<file path="config.mk">
export PLATFORM = sky130hd
export DESIGN_NAME = shift_seq_ctrl
export DESIGN_NICKNAME = d
export VERILOG_FILES = /design/src/rtl/shift_seq_pkg.sv /design/src/rtl/shift_seq_counter.sv /design/src/rtl/shift_seq_ctrl.sv
export SDC_FILE = /design/constraint.sdc
export NUM_CORES = 1
export LEC_CHECK = 0
export ABC_AREA = 1
export BUFFER_PORTS_ARGS = -buffer_cell sky130_fd_sc_hd__buf_2
export CORE_UTILIZATION = 45
export DETAILED_ROUTE_END_ITERATION = 8
export PLACE_DENSITY = 0.66
export SETUP_SLACK_MARGIN = 0.4
export SLEW_MARGIN = 0
export SYNTH_ARGS = -nofsm -noshare
export SYNTH_HDL_FRONTEND = slang
export SYNTH_SLANG_ARGS = --single-unit
export TNS_END_PERCENT = 50
</file>
<file path="constraint.sdc">
create_clock -name clk -period 4.2 [get_ports clk]
set_input_delay 1.26 -clock clk [delete_from_list [all_inputs] [get_ports clk]]
set_output_delay 1.26 -clock clk [all_outputs]
set_load 0.01 [all_outputs]
</file>
<file path="src/rtl/shift_seq_pkg.sv">
// Shared opcode and FSM state encodings for the shift-register sequencer.
package shift_seq_pkg;

  typedef enum logic [1:0] {
    OP_LOAD  = 2'b00,
    OP_SHL   = 2'b01,
    OP_SHR   = 2'b10,
    OP_CLEAR = 2'b11
  } op_e;

  typedef enum logic [2:0] {
    S_IDLE  = 3'd0,
    S_LOAD  = 3'd1,
    S_CLEAR = 3'd2,
    S_SHIFT = 3'd3,
    S_FIN   = 3'd4
  } state_e;

  function automatic logic is_shift(input logic [1:0] op);
    return (op == OP_SHL) || (op == OP_SHR);
  endfunction

endpackage

</file>
<file path="src/rtl/shift_seq_counter.sv">
// Loadable down-counter with zero flag; saturates at zero instead of wrapping.
module shift_seq_counter #(
  parameter int CNT_W = 3
) (
  input  logic             clk,
  input  logic             clr,
  input  logic             load,
  input  logic             dec,
  input  logic [CNT_W-1:0] load_val,
  output logic             zero
);

  logic [CNT_W-1:0] cnt;

  always_ff @(posedge clk or negedge clr) begin
    if (!clr) begin
      cnt <= '0;
    end else if (load) begin
      cnt <= load_val;
    end else if (dec && (cnt != '0)) begin
      cnt <= cnt - 1'b1;
    end
  end

  assign zero = (cnt == '0);

endmodule

</file>
<file path="src/rtl/shift_seq_ctrl.sv">
// Command sequencer driving load/clear/shift strobes of a bidirectional shift register.
//   state   | meaning
//   S_IDLE  | waiting for a command handshake
//   S_LOAD  | parallel-load strobe active
//   S_CLEAR | clear strobe active
//   S_SHIFT | shift strobes active, one fill bit per cycle
//   S_FIN   | done pulse, returns to idle
module shift_seq_ctrl
  import shift_seq_pkg::*;
#(
  parameter int WIDTH = 4,
  parameter int CNT_W = 3
) (
  input  logic             clk,
  input  logic             clr,
  input  logic             cmd_valid,
  output logic             cmd_ready,
  input  logic [1:0]       cmd_op,
  input  logic [CNT_W-1:0] cmd_cnt,
  input  logic [WIDTH-1:0] cmd_data,
  output logic             reg_clr_n,
  output logic             reg_load,
  output logic             reg_ls,
  output logic             reg_rs,
  output logic [WIDTH-1:0] reg_d,
  output logic             busy,
  output logic             done
);

  state_e           state;
  logic             dir_r;
  logic [WIDTH-1:0] fill_q;
  logic             cnt_load;
  logic             cnt_dec;
  logic             cnt_zero;

  assign cmd_ready = (state == S_IDLE) && clr;

  // Counter holds remaining shifts after the current one, so n-1 is loaded.
  assign cnt_load = cmd_ready && cmd_valid && is_shift(cmd_op) && (cmd_cnt != '0);
  assign cnt_dec  = (state == S_SHIFT) && !cnt_zero;

  shift_seq_counter #(.CNT_W(CNT_W)) u_cnt (
    .clk      (clk),
    .clr      (clr),
    .load     (cnt_load),
    .dec      (cnt_dec),
    .load_val (cmd_cnt - CNT_W'(1)),
    .zero     (cnt_zero)
  );

  always_ff @(posedge clk or negedge clr) begin
    if (!clr) begin
      state     <= S_IDLE;
      reg_clr_n <= 1'b1;
      reg_load  <= 1'b0;
      reg_ls    <= 1'b0;
      reg_rs    <= 1'b0;
      reg_d     <= '0;
      busy      <= 1'b0;
      done      <= 1'b0;
      dir_r     <= 1'b0;
      fill_q    <= '0;
    end else begin
      reg_clr_n <= 1'b1;
      reg_load  <= 1'b0;
      reg_ls    <= 1'b0;
      reg_rs    <= 1'b0;
      reg_d     <= '0;
      done      <= 1'b0;
      case (state)
        S_IDLE: begin
          if (cmd_valid) begin
            busy <= 1'b1;
            case (op_e'(cmd_op))
              OP_LOAD: begin
                state    <= S_LOAD;
                reg_load <= 1'b1;
                reg_d    <= cmd_data;
              end
              OP_CLEAR: begin
                state     <= S_CLEAR;
                reg_clr_n <= 1'b0;
              end
              default: begin
                if (cmd_cnt == '0) begin
                  state <= S_FIN;
                  done  <= 1'b1;
                end else begin
                  state  <= S_SHIFT;
                  dir_r  <= (cmd_op == OP_SHR);
                  fill_q <= cmd_data >> 1;
                  if (cmd_op == OP_SHR) begin
                    reg_rs           <= 1'b1;
                    reg_d[WIDTH-1]   <= cmd_data[0];
                  end else begin
                    reg_ls   <= 1'b1;
                    reg_d[0] <= cmd_data[0];
                  end
                end
              end
            endcase
          end
        end
        S_LOAD, S_CLEAR: begin
          state <= S_FIN;
          done  <= 1'b1;
        end
        S_SHIFT: begin
          if (cnt_zero) begin
            state <= S_FIN;
            done  <= 1'b1;
          end else begin
            // Fill bits run out after WIDTH shifts; zeros shift in from then on.
            fill_q <= fill_q >> 1;
            if (dir_r) begin
              reg_rs         <= 1'b1;
              reg_d[WIDTH-1] <= fill_q[0];
            end else begin
              reg_ls   <= 1'b1;
              reg_d[0] <= fill_q[0];
            end
          end
        end
        S_FIN: begin
          state <= S_IDLE;
          busy  <= 1'b0;
        end
        default: begin
          state <= S_IDLE;
          busy  <= 1'b0;
        end
      endcase
    end
  end

endmodule

</file>
Word level (Yosys, flattened, before mapping)
Index checks and enable logic that the tools add are counted.
Widths: inputs -> output; s select.
- output and inout port bits: 11
- input port bits: 12
- logic and storage cells: 104
- register bits: 21
- bitwise gates (word level): 3
- eq/ne operators: 11
- muxes and demuxes: 54
- reduce and logical (&&, ||, !) cells: 23
- add/sub/neg operators: 2
- operator list (operator ; number):
    $mux 1 ; 31
    $mux 4 ; 5
    $mux 3 ; 5
    $pmux 1 s2 ; 7
    $ne 2x2->1 const B ; 5
    $logic_not 3->1 ; 3
    $pmux 3 s3 ; 1
    $pmux 4 s2 ; 1
    $eq 3x2->1 const B ; 2
    $logic_and 1x1->1 ; 6
    $pmux 3 s2 ; 1
    $reduce_bool 3->1 ; 2
    $sub 3x1->3 const B ; 2
    $reduce_and 5->1 ; 1
    $eq 2x2->1 const B ; 2
    $mux 2 ; 2
    $reduce_and 2->1 ; 2
    $reduce_and 4->1 ; 1
    $reduce_bool 2->1 ; 2
    $reduce_or 2->1 ; 2
    $eq 3x1->1 const B ; 1
    $not 1->1 ; 3
    $pmux 1 s3 ; 1
    $reduce_or 3->1 ; 1
    4 further kinds ; 4

Logic depth before layout (Yosys ltp)
- depth in word-level cells: 6
- gate-level depth with buffers: 11
- gate-level depth less buffers: 11

Modules after synthesis
From an unflattened synthesis, not the netlist that was laid out.
- cell total of the unflattened synthesis: 135
- area, all modules: 1086.0 um2
- modules (own cells, without submodules) (module ; cells an instance ; area each (um2) ; seq. area each (um2) ; instances):
    shift_seq_ctrl ; 108 ; 893.4 ; 426.7 ; 1
    shift_seq_counter ; 27 ; 192.7 ; 75.1 ; 1

Worst setup path after synthesis
OpenSTA, ideal clock, no wires.
- path kind: input -> output
- from: input port clr
- to: output port cmd_ready
- required time: 2.940 ns
- path buffers: 0
- arrival time: 1.461 ns
- cell stages on the path: 2
- path slack: 1.479 ns
- cell sequence: nand3_4 > inv_1
- word-level cells in the longest chain between the ends: 1
- ends and longest elaborated chain (item ; line ; RTL):
    start, declared ; shift_seq_ctrl.sv:15 ; input logic clr,
    $logic_and 1x1->1 ; shift_seq_ctrl.sv:37 ; assign cmd_ready = (state == S_IDLE) && clr;
    end, declared ; shift_seq_ctrl.sv:17 ; output logic cmd_ready,
No other way between the ends.

Worst setup path in the final report
Same ends and word-level chain as after synthesis.

==> flow_metrics.tcl <==
set metrics [dict create \
    start_kind "input pin" \
    final-setup-viol-count 0 \
    syn_avg_cell_area_um2 9.093 \
    synth_edf_count 0 \
    maxSlewHeadroom 0.8005 \
    place_hpwl_mm 1.601 \
    wl_per_cell_um 11.47 \
    cp_common_cell "buf_2" \
    crit_start "clr" \
    overflow 0 \
    tritoncts "yes" \
    die_h_um 50.42 \
    clockBufferDepth 2 \
    fin_setup_tns_ns 0 \
    io_pins 23 \
    stdcell_count 171 \
    synth_nets 133 \
    clk_latency_ns 0.30 \
    place_inst 167 \
    synth-seq-cells 20 \
    drt-initial-drc-count 12 \
    nets 161 \
    routed_wl_mm 1.961 \
    gp_congestion 0.7593 \
    cts.repair.resized 0 \
    hold_ws_ns 0.4776 \
    drt_pass1_iterations 4 \
    fin_crit_ns 2.953 \
    clock.fmax_mhz 338.7 \
    tightest_slew_ns 0.2984 \
    post-cts-setup-buffers 0 \
    ys_seq_area_frac 0.4757 \
    slowest_stage "buf_2" \
    rrSetupSlack_ns 2.54 \
    area_growth_syn_to_layout_pct 17.91 \
    rr_startpoint "state[1]" \
    clk_pin_slew_ns 0.12 \
    post-route-period-util 0.7031 \
    r2r_cells 9 \
    cp.arrival_ns 1.69 \
    port-buffer-count 22 \
    antenna_found_initial 0 \
    worstPathRequired_ns 2.94 \
    maxCapViolCount 0 \
    power_density_nw_per_um2 549.4 \
    peakVddDrop_mv 0.2644 \
    insertedDiodeCount 0 \
    outcome "finished clean" \
    min-delay-path-class "reg -> reg" \
    postRouteAntennaNets 0 \
    yosys_warnings 0 \
    worstSetupPathDepth 4 \
    dieWidth_um 50.42 \
    grt_max_degree 21 \
    viasPerCell 4.947 \
    rows 17 \
    path_max_fanout 3 \
    synth_cell_types 25 \
    drv_slew 0 \
    report.final.hold_viol_count 0 \
    p_total_mw 0.6833 \
    num_vias 846 \
    crit_buf_inv 3 \
    ys.flop_type "dfrtp_1" \
    timing.rr.end "u_cnt.cnt[2]" \
    cts_inserted_buffers 3 \
    setup.worst_path.end "cmd_ready" \
    netlist_area_um2 1055 \
    cts_root_buf "clkbuf_4" \
    drive_gt1_frac 0.3357 \
    crit_chain "buf_2, nand3_4, inv_1, buf_2" \
    finClkSkew_ns 0.007182 \
    endpoint_kind "output pin" \
    drc_errors 0 \
    grt_pass1_vias 822 \
    cp_top_family "buffers and inverters" \
    core_um2 2212 \
    synthArstFlopShare 1.000 \
    initial_core_util 0.4768 \
    cts_sinks 20 \
    htreeDepth 1 \
    grt_pass1_wl_mm 3.387 \
    rsz0062_at_grt "false" \
    critical_path_class "in -> out" \
    dieArea_um2 2542 \
    syn_inst 116 \
    slowest_delay_ns 0.12 \
    grt.total_usage 0.1808 \
    p_leak_nw 0.7097 \
    holdBufCountCts 0 \
    finish.utilization 0.5622 \
]
## synth_stat cells (2+ instances only)
cell type,number,area (um2)
a21oi_1,4,20.02
nand2_1,24,90.09
nand2_2,3,18.77
inv_2,7,26.28
o21ai_1,6,30.03
nand3_4,2,35.03
ha_1,5,62.56
dfrtp_1,19,475.5
nor2_4,3,33.78
and3_1,2,12.51
nor2_1,8,30.03
nand3_1,7,35.03
o21ai_0,4,20.02
inv_1,11,41.29
## worst min path at each step
stage / start / to / slack [ns] / cells after the start
finish: state[2] / state[2] / 0.48 / 1
detailed placement: busy / busy / 0.47 / 2
floorplan: state[2] / done / 0.45 / 1
CTS: state[2] / state[2] / 0.49 / 1
global placement: state[2] / state[2] / 0.46 / 1
global route: state[2] / state[2] / 0.51 / 1
## worst reg2reg max path: stages (launching register included)
cell and delay, ns:
dfrtp_1 0.44, nor2_4 0.18, nand3_4 0.12, nor2_8 0.18, mux2i_1 0.23, ha_1 0.21
inv_1 0.05, nand3_1 0.07, nand3_1 0.07, nand2_1 0.06
## area by class of cell
class / count / area [um2]
fillers: 211 / 968.4
flip-flops and latches: 20 / 501.7
multi-input cells: 78 / 485.5
repair buffers: 23 / 117.6
inverters: 18 / 67.56
clock buffers: 4 / 36.28
well taps: 28 / 35.03
## sequential cells by signal (all words and copies together) (netlist names)
signal / cells
fill_q: 3
reg_rs: 1
busy: 1
u_cnt.cnt: 3
done: 1
dir_r: 1
reg_clr_n: 1
reg_d: 4
reg_load: 1
reg_ls: 1
state: 3
## per-layer routing
layer,GRT usage,share of wire,vias to the layer above
met2,0.3111,0.49,16
met5,0,0,-
met3,0.03636,0.027,5
met4,0.06944,0.015,0
met1,0.2209,0.47,392
li1,-,-,433
## logic make-up (layout without fill, tap and decap cells)
logic type               after synthesis  after routing  share of synthesized area
AND/OR/NAND/NOR                       54             54                     0.2918
flip-flops                            20             20                     0.4757
AO/OA/AOI/OAI                         18             18                    0.09965
buffers and inverters                 18             45                    0.06406
adder cells (fa/ha/maj)                5              5                    0.05931
multiplexers                           1              1                   0.009490
## stage by stage
step                      setup slack (ns)  instance area (um2)
after floorplan                      1.479                 1055
after global placement               1.253                 1207
after detailed placement             1.246                 1207
after CTS                            1.246                 1244
after global routing                 1.223                 1244
final                                1.247                 1244
## where the power goes
part           total (mW)  leakage [nW]  switching, mW  internal, mW
Sequential          0.289         0.253         0.0352         0.253
Combinational       0.282         0.435          0.179         0.103
Clock               0.112        0.0210         0.0596        0.0529
Total               0.683         0.710          0.274         0.410
## cells in the final DEF, fill, tap and decap left out, drive strengths merged
| master | synthesis | layout |
|---|---|---|
| ha | 5 | 5 |
| inv | 18 | 18 |
| clkbuf | 0 | 4 |
| nand3 | 10 | 10 |
| dfrtp | 19 | 19 |
| dfstp | 1 | 1 |
| nor3 | 1 | 1 |
| mux2i | 1 | 1 |
| a21oi | 4 | 4 |
| nor2 | 12 | 12 |
| nand4 | 1 | 1 |
| o211ai | 2 | 2 |
| and3 | 2 | 2 |
| nand2 | 28 | 28 |
| buf | 0 | 23 |
| o22ai | 1 | 1 |
| o21ai | 11 | 11 |
Note: power is estimated with default switching activity, not from simulation.
